--- src/rtl/piso_serializer_pkg.sv ---
// piso_pkg: shared state type, idle level and counter sizing for piso_serializer
package piso_pkg;
    typedef enum logic [1:0] {IDLE, SHIFT, PARITY} state_t;
    localparam logic IDLE_LEVEL = 1'b0;
    function automatic int cnt_width(input int clks);
        return (clks > 1) ? $clog2(clks) : 1;
    endfunction
endpackage

--- src/rtl/piso_serializer_bit_tick.sv ---
// bit_tick: bit-period counter; tick marks the last cycle of each serial bit
module bit_tick import piso_pkg::*; #(
    parameter int CLKS_PER_BIT = 1
) (
    input  logic clk,
    input  logic rst,
    input  logic clr,
    output logic tick
);
    localparam int W = cnt_width(CLKS_PER_BIT);
    localparam logic [W-1:0] LAST = W'(CLKS_PER_BIT - 1);
    logic [W-1:0] cnt;
    assign tick = cnt == LAST;
    always_ff @(posedge clk or posedge rst) begin
        if (rst) cnt <= '0;
        else cnt <= (clr || tick) ? '0 : cnt + 1'b1;
    end
endmodule

--- src/rtl/piso_serializer.sv ---
// piso_serializer: MSB-first valid/ready serializer; PISO_PARITY_EN appends an even-parity bit
module piso_serializer import piso_pkg::*; #(
    parameter int WIDTH        = 4,
    parameter int CLKS_PER_BIT = 1
) (
    input  logic             clk,
    input  logic             rst,
    input  logic [WIDTH-1:0] data_in,
    input  logic             load,
    output logic             ready,
    output logic             serial_out,
    output logic             busy,
    output logic             done
);
    localparam int BW = $clog2(WIDTH);
    state_t           state, state_n;
    logic [WIDTH-1:0] sreg, sreg_n;
    logic [BW-1:0]    bit_cnt, bit_n;
    logic             so_n, busy_n, done_n, tick;
    assign ready = state == IDLE;
    bit_tick #(.CLKS_PER_BIT(CLKS_PER_BIT)) u_tick (
        .clk  (clk),
        .rst  (rst),
        .clr  (ready),
        .tick (tick)
    );
    always_ff @(posedge clk or posedge rst) begin
        if (rst) begin
            state      <= IDLE;
            sreg       <= '0;
            bit_cnt    <= '0;
            serial_out <= IDLE_LEVEL;
            busy       <= 1'b0;
            done       <= 1'b0;
        end else begin
            state      <= state_n;
            sreg       <= sreg_n;
            bit_cnt    <= bit_n;
            serial_out <= so_n;
            busy       <= busy_n;
            done       <= done_n;
        end
    end
    // The captured word stays intact so parity can be taken over all of it.
    always_comb begin
        state_n = state;
        sreg_n  = sreg;
        bit_n   = bit_cnt;
        so_n    = serial_out;
        busy_n  = busy;
        done_n  = 1'b0;
        case (state)
            IDLE: if (load) begin
                state_n = SHIFT;
                sreg_n  = data_in;
                so_n    = data_in[WIDTH-1];
                bit_n   = BW'(WIDTH - 1);
                busy_n  = 1'b1;
            end
            SHIFT: if (tick) begin
                if (bit_cnt == '0) begin
`ifdef PISO_PARITY_EN
                    state_n = PARITY;
                    so_n    = ^sreg;
`else
                    state_n = IDLE;
                    so_n    = IDLE_LEVEL;
                    busy_n  = 1'b0;
                    done_n  = 1'b1;
`endif
                end else begin
                    bit_n = bit_cnt - 1'b1;
                    so_n  = sreg[bit_cnt - 1'b1];
                end
            end
`ifdef PISO_PARITY_EN
            PARITY: if (tick) begin
                state_n = IDLE;
                so_n    = IDLE_LEVEL;
                busy_n  = 1'b0;
                done_n  = 1'b1;
            end
`endif
            default: state_n = IDLE;
        endcase
    end
endmodule

--- config.mk ---
export PLATFORM = sky130hd
export DESIGN_NAME = piso_serializer
export DESIGN_NICKNAME = d
export VERILOG_FILES = /design/src/rtl/piso_serializer_pkg.sv /design/src/rtl/piso_serializer_bit_tick.sv /design/src/rtl/piso_serializer.sv
export SDC_FILE = /design/constraint.sdc
export NUM_CORES = 1
export LEC_CHECK = 0
export ABC_AREA = 1
export CAP_MARGIN = 20
export CORE_AREA = 2 2 39 41
export DETAILED_ROUTE_END_ITERATION = 8
export DIE_AREA = 0 0 41 43
export HOLD_SLACK_MARGIN = 0.1
export PLACE_DENSITY = 0.62
export SETUP_SLACK_MARGIN = 0.15
export SLEW_MARGIN = 10
export SYNTH_ARGS = -nofsm -noshare
export SYNTH_HDL_FRONTEND = slang
export SYNTH_SLANG_ARGS = --single-unit
--- constraint.sdc ---
create_clock -name clk -period 1.66 [get_ports clk]
set_clock_uncertainty 0.1 [all_clocks]
set_input_delay 0.249 -clock clk [delete_from_list [all_inputs] [get_ports clk]]
set_output_delay 0.249 -clock clk [all_outputs]
set_load 0.01 [all_outputs]
==> flow_metrics.tcl, run 1 <==
set metrics [dict create \
    htreeDepth 1 \
    wirelength_um 777 \
    p_seq_share_pct 38.9 \
    grt_max_degree 11 \
    cts_buffers 3 \
    synth_top_family_by_area "simple AND/OR/NAND/NOR gates" \
    grt_first_pass_wirelength_um 1220 \
    numPortBuffers 10 \
    grt_use_total_pct 11.0 \
    multi_input_area_um2 196 \
    netlist.top_cell.by_area "dfrtp_1" \
    combPwrFrac_pct 46.1 \
    rsz0062_at_grt "no" \
    yosysTopAreaCellShare_pct 52.9 \
    synth_compound_area_share_pct 9.26 \
    crit_path_max_fanout 5 \
    grt_pass1_vias 285 \
    crit_path_end "ready" \
    grt_overflow_total 0 \
    dieWidth_um 41 \
    p_int_mw 0.676 \
    clk_path_buf_depth 2 \
    clock_sinks 10 \
    synth_fa_ha_area_share_pct 5.29 \
    worst_ep_required_time_ns 1.31 \
    cts_tree "built" \
    syn-cell-area_um2 473 \
    seqCellArea_um2 250 \
    min_period_ns 1.41 \
    fmax_mhz 711 \
    gp_congestion 0.790 \
    fin_crit_sh_pct 84.8 \
    r2r_end "serial_out" \
    synth-seq-cells 10 \
    clkPwrFrac_pct 14.9 \
    final-hold-violation-count 0 \
    pin_count 11 \
    placementRows 14 \
    synth-seq-area-share_pct 52.9 \
    first_pass_iters 4 \
    ir_worst_vdd_v 0.000804 \
    start_util_pct 34.2 \
    drv_cap 0 \
    ant_nets 0 \
    drc_errors 0 \
    cts-root-buf "clkbuf_4" \
    hold_buffers 0 \
    antenna_cells 0 \
    hold_class "in -> async" \
    die_area_mm2 0.00176 \
    viasPerCell 4.51 \
    core-area_mm2 0.00138 \
    area_growth_pct 30.7 \
    r2r-start "bit_cnt[0]" \
    p_sw_mw 0.376 \
    yosys_warnings 0 \
    max_stage_delay_ns 0.41 \
    synthXorXnorAreaFrac_pct 0 \
    crit_type "reg -> out" \
    yosys-top-cells-area "dfrtp_1 53%, mux2_4 13%, nand2_1 5.6%" \
    syn_avg_cell_area_um2 10.3 \
    r2r_slack_ns 0.34 \
    fin_util_pct 44.7 \
    hpwl_um 595 \
    clock_latency_ns 0.26 \
    critical_path_arrival_ns 1.06 \
    p_leak_nw 0.340 \
    worst_setup_path_start_kind "flip-flop" \
    wl_per_cell_um 10.4 \
    crit_path_cell_trace "inv_2, dlygate4sd2_1" \
    power_density_mw_per_mm2 1700 \
    synth_cells 46 \
    vias 338 \
    syn-num-nets 55 \
    drt_iter0_drc 11 \
    setup_viol 0 \
    switching_share_pct 35.8 \
    worstRegToRegCells 6 \
    cp_slowest_cell "dfrtp_1" \
    drive_above_1_share_pct 16.9 \
    layout_commonest_cell "dfrtp_1" \
    nets 70 \
    endpoint_kind "primary output" \
    worstSetupStartpoint "busy" \
    final-max-slew-violation-count 0 \
    tns_ns 0 \
    synthDistinctLibCells 13 \
    antenna_found_initial 0 \
    die_y_um 43 \
    num-fill-cells 124 \
    clkTransAtPathRegs_ns 0.06 \
    synthMuxAreaShare_pct 12.7 \
    final_cell_mix "10 x dfrtp_1, 7 x nand2_1, 6 x inv_1, 6 x clkdlybuf4s50_1, 5 x o21ai_0" \
    synth-simple-area-share_pct 13.5 \
    outcome "finished clean" \
]
## cells in the mapped netlist
| master | number |
|---|---|
| dfrtp_1 | 10 |
| nand2_1 | 7 |
| inv_1 | 6 |
| o21ai_0 | 5 |
| mux2_4 | 4 |
| nand3_1 | 3 |
| nor2_1 | 3 |
| a21oi_1 | 2 |
| ha_1 | 2 |
| conb_1 | 1 |
| inv_2 | 1 |
| nand2_4 | 1 |
| o21ai_2 | 1 |
## kinds of logic (layout without fill, tap and decap cells)
kind of cell / count (synthesis) / after routing
and+or+nand+nor: 14 / 14
DFF: 10 / 10
AOI/OAI and AO/OA: 8 / 8
buffers and inverters: 7 / 20
muxes: 4 / 4
adders and majority gates: 2 / 2
other: 1 / 1
## worst min-delay path by stage
stage | start | to
6_report | rst | bit_cnt[0]
2_1_floorplan | rst | bit_cnt[0]
5_1_grt | rst | sreg[3]
3_3_place_gp | u_tick.cnt | busy
4_1_cts | rst | bit_cnt[0]
3_5_place_dp | u_tick.cnt | busy
## metal layers
layer / wire, um / GRT usage (%) / part of all wire, %
met2: 354 / 13.8 / 46
met4: 16 / 4.00 / 2.1
met1: 345 / 14.5 / 44
met5: 0 / 0 / 0
met3: 61 / 7.85 / 7.9
## worst max-delay path: cells and delay by family, from the launching register on
kind | cells | cell delay (ns)
buffers and inverters | 2 | 0.40
flip-flops | 1 | 0.41
## area by class of cell
type	count	area share (%)
inverters	7	4.25
well taps	16	3.24
clock buffers	3	3.64
multi-input cells	29	31.8
flip-flops and latches	10	40.5
repair buffers	10	16.6
## flip-flops by register name (all words and copies together) (netlist names)
signal / cells
sreg: 4
bit_cnt: 2
busy: 1
done: 1
serial_out: 1
u_tick.cnt: 1
## power groups by stage
stage / Clock (mW) / Sequential (mW) / Combinational (mW)
after floorplan: 0 / 0.416 / 0.343
after detailed placement: 0 / 0.415 / 0.506
after global placement: 0 / 0.413 / 0.503
final: 0.157 / 0.410 / 0.486
after CTS: 0.162 / 0.410 / 0.497
after global routing: 0.177 / 0.423 / 0.550
## per-stage QoR
stage	hold slack [ns]	total power, mW	worst slack [ns]	area, um2	cells
floorplan	-0.0108	0.759	0.449	473	46
global placement	0.384	0.916	0.262	593	72
detailed placement	0.379	0.921	0.250	593	72
CTS	0.178	1.07	0.162	613	75
global route	0.205	1.15	0.200	618	75
finish	0.158	1.05	0.253	618	75
## repair_timing
action | CTS | global route
resized for setup | 2 | 2
setup buffers | 0 | 0
setup endpoints to repair | 2 | 2
(Power assumes the default switching activity.)
==> run 2: changes to the inputs <==
- clock period: 1.66 -> 1.4 ns (I/O delays scaled with it)
==> flow_metrics.tcl, run 2 (same netlist as run 1, synthesis figures left out) <==
set metrics [dict create \
    outcome "finished clean" \
    switching_share_pct 36.3 \
    worst_setup_path_start_kind "flip-flop" \
    start_util_pct 34.2 \
    vias 371 \
    pin_count 11 \
    worst_ep_required_time_ns 1.45 \
    crit_buf_inv 2 \
    final-hold-violation-count 0 \
    die_y_um 43 \
    grt_pass1_vias 356 \
    antenna_found_initial 0 \
    cp_slowest_cell "dfrtp_1" \
    met2_usage_pct 17.5 \
    placementRows 14 \
    p_seq_share_pct 32.1 \
    nets 76 \
    layout_commonest_cell "dfrtp_1" \
    critical_path_arrival_ns 1.32 \
    top_register "sreg" \
    top_regs "sreg x4, bit_cnt x2" \
    final.setup.worst_slack_ns 0.134 \
    crit_path_max_fanout 4 \
    grt_use_total_pct 12.4 \
    drc_errors 0 \
    dieWidth_um 41 \
    num-fill-cells 129 \
    clk_path_buf_depth 2 \
    worstRegToRegCells 6 \
    top_usage_layer "met2" \
    grt_max_degree 11 \
    rsz0062_at_grt "yes" \
    crit_type "reg -> reg" \
    total_power_mw 1.53 \
    seqCellArea_um2 250 \
    multi_input_area_um2 214 \
    p_int_mw 0.973 \
    hpwl_um 622 \
    hold_class "in -> async" \
    p_sw_mw 0.554 \
    antenna_cells 0 \
    hold_buffers 0 \
    die_area_mm2 0.00176 \
    final-max-slew-violation-count 0 \
    drt_iter0_drc 6 \
    final_cell_mix "10 x dfrtp_1, 7 x nand2_1, 6 x clkdlybuf4s50_1" \
    clkTransAtPathRegs_ns 0.07 \
    grt_overflow_total 0 \
    fin_crit_sh_pct 90.5 \
    p_leak_nw 0.349 \
    drive_above_1_share_pct 34.8 \
    fmax_mhz 790 \
    max_stage_delay_ns 0.36 \
    ant_nets 0 \
    pre_cts_ws_ns 0.0427 \
    endpoint_kind "flip-flop" \
    setup_viol 0 \
    met1_usage_pct 16.1 \
    numPortBuffers 10 \
    clock_sinks 10 \
    grt_first_pass_wirelength_um 1460 \
    cp_top_family "flip-flops" \
    wirelength_um 970 \
    cts_buffers 3 \
    combPwrFrac_pct 51.3 \
    cts-root-buf "clkbuf_4" \
    drv_cap 0 \
    cts_tree "built" \
    cp.depth 6 \
    viasPerCell 4.52 \
    power_density_mw_per_mm2 2230 \
    ir_worst_vdd_v 0.000994 \
    grt_util_met3_pct 3.14 \
    largest_register_ffs 4 \
    core-area_mm2 0.00138 \
    clock_latency_ns 0.26 \
    htreeDepth 1 \
    tns_ns 0 \
    first_pass_iters 3 \
    wl_per_cell_um 11.8 \
    min_period_ns 1.27 \
    area_growth_pct 44.7 \
    crit_path_cell_trace "inv_2, ha_1, inv_1, nand3_1, nand3_2, a21oi_2" \
    gp_congestion 0.777 \
    clkPwrFrac_pct 16.6 \
]
[run 2: what timing repair did]
item / 4_1_cts / 5_1_grt
setup buffers: 2 / 3
endpoints found under the setup margin: 7 / 10
gates resized for setup: 7 / 9
[run 2: layer usage]
metal / part of all wire [%] / vias to the layer above
met1: 41 / 173
met5: 0 / -
met2: 55 / 7
li1: - / 189
met4: 1.8 / 0
met3: 2.9 / 2
[run 2: power groups by stage]
stage	Sequential [mW]	Clock (mW)	Combinational, mW
after floorplan	0.494	0	0.406
after global placement	0.494	0	0.613
after detailed placement	0.490	0	0.625
after CTS	0.485	0.266	0.648
after global routing	0.500	0.280	0.873
final	0.489	0.254	0.783
[run 2: worst register-to-register path: stages (launching register included)]
cell and delay (ns):
dfrtp_1 0.36, inv_2 0.06, ha_1 0.30, inv_1 0.09, nand3_1 0.10, nand3_2 0.10
a21oi_2 0.05
[run 2: cell type report]
cell class                 count  area share [%]
clock buffer                   4            5.30
inverter                       7            3.84
multi-input combinational     29            31.3
sequential                    10            36.6
tap                           16            2.93
timing repair buffer          16            20.1
[run 2: final timing paths]
kind                            start         end  slack (ns)
setup / recovery           bit_cnt[0]  serial_out        0.13
hold / removal                    rst     sreg[3]        0.12
setup reg to reg           bit_cnt[0]  serial_out        0.13
hold reg to reg            u_tick.cnt        busy        0.39
max in group asynchronous         rst     sreg[0]        0.80
min in group clk           u_tick.cnt        busy        0.39
[run 2: through the flow]
stage / cells / util [%] / hold slack, ns / instance area, um2
floorplan: 46 / - / -0.0498 / 473
global placement: 73 / 43.4 / 0.381 / 601
detailed placement: 73 / 43.4 / 0.373 / 601
CTS: 79 / 46.8 / 0.128 / 648
global route: 82 / 49.5 / 0.164 / 684
finish: 82 / 49.5 / 0.123 / 684
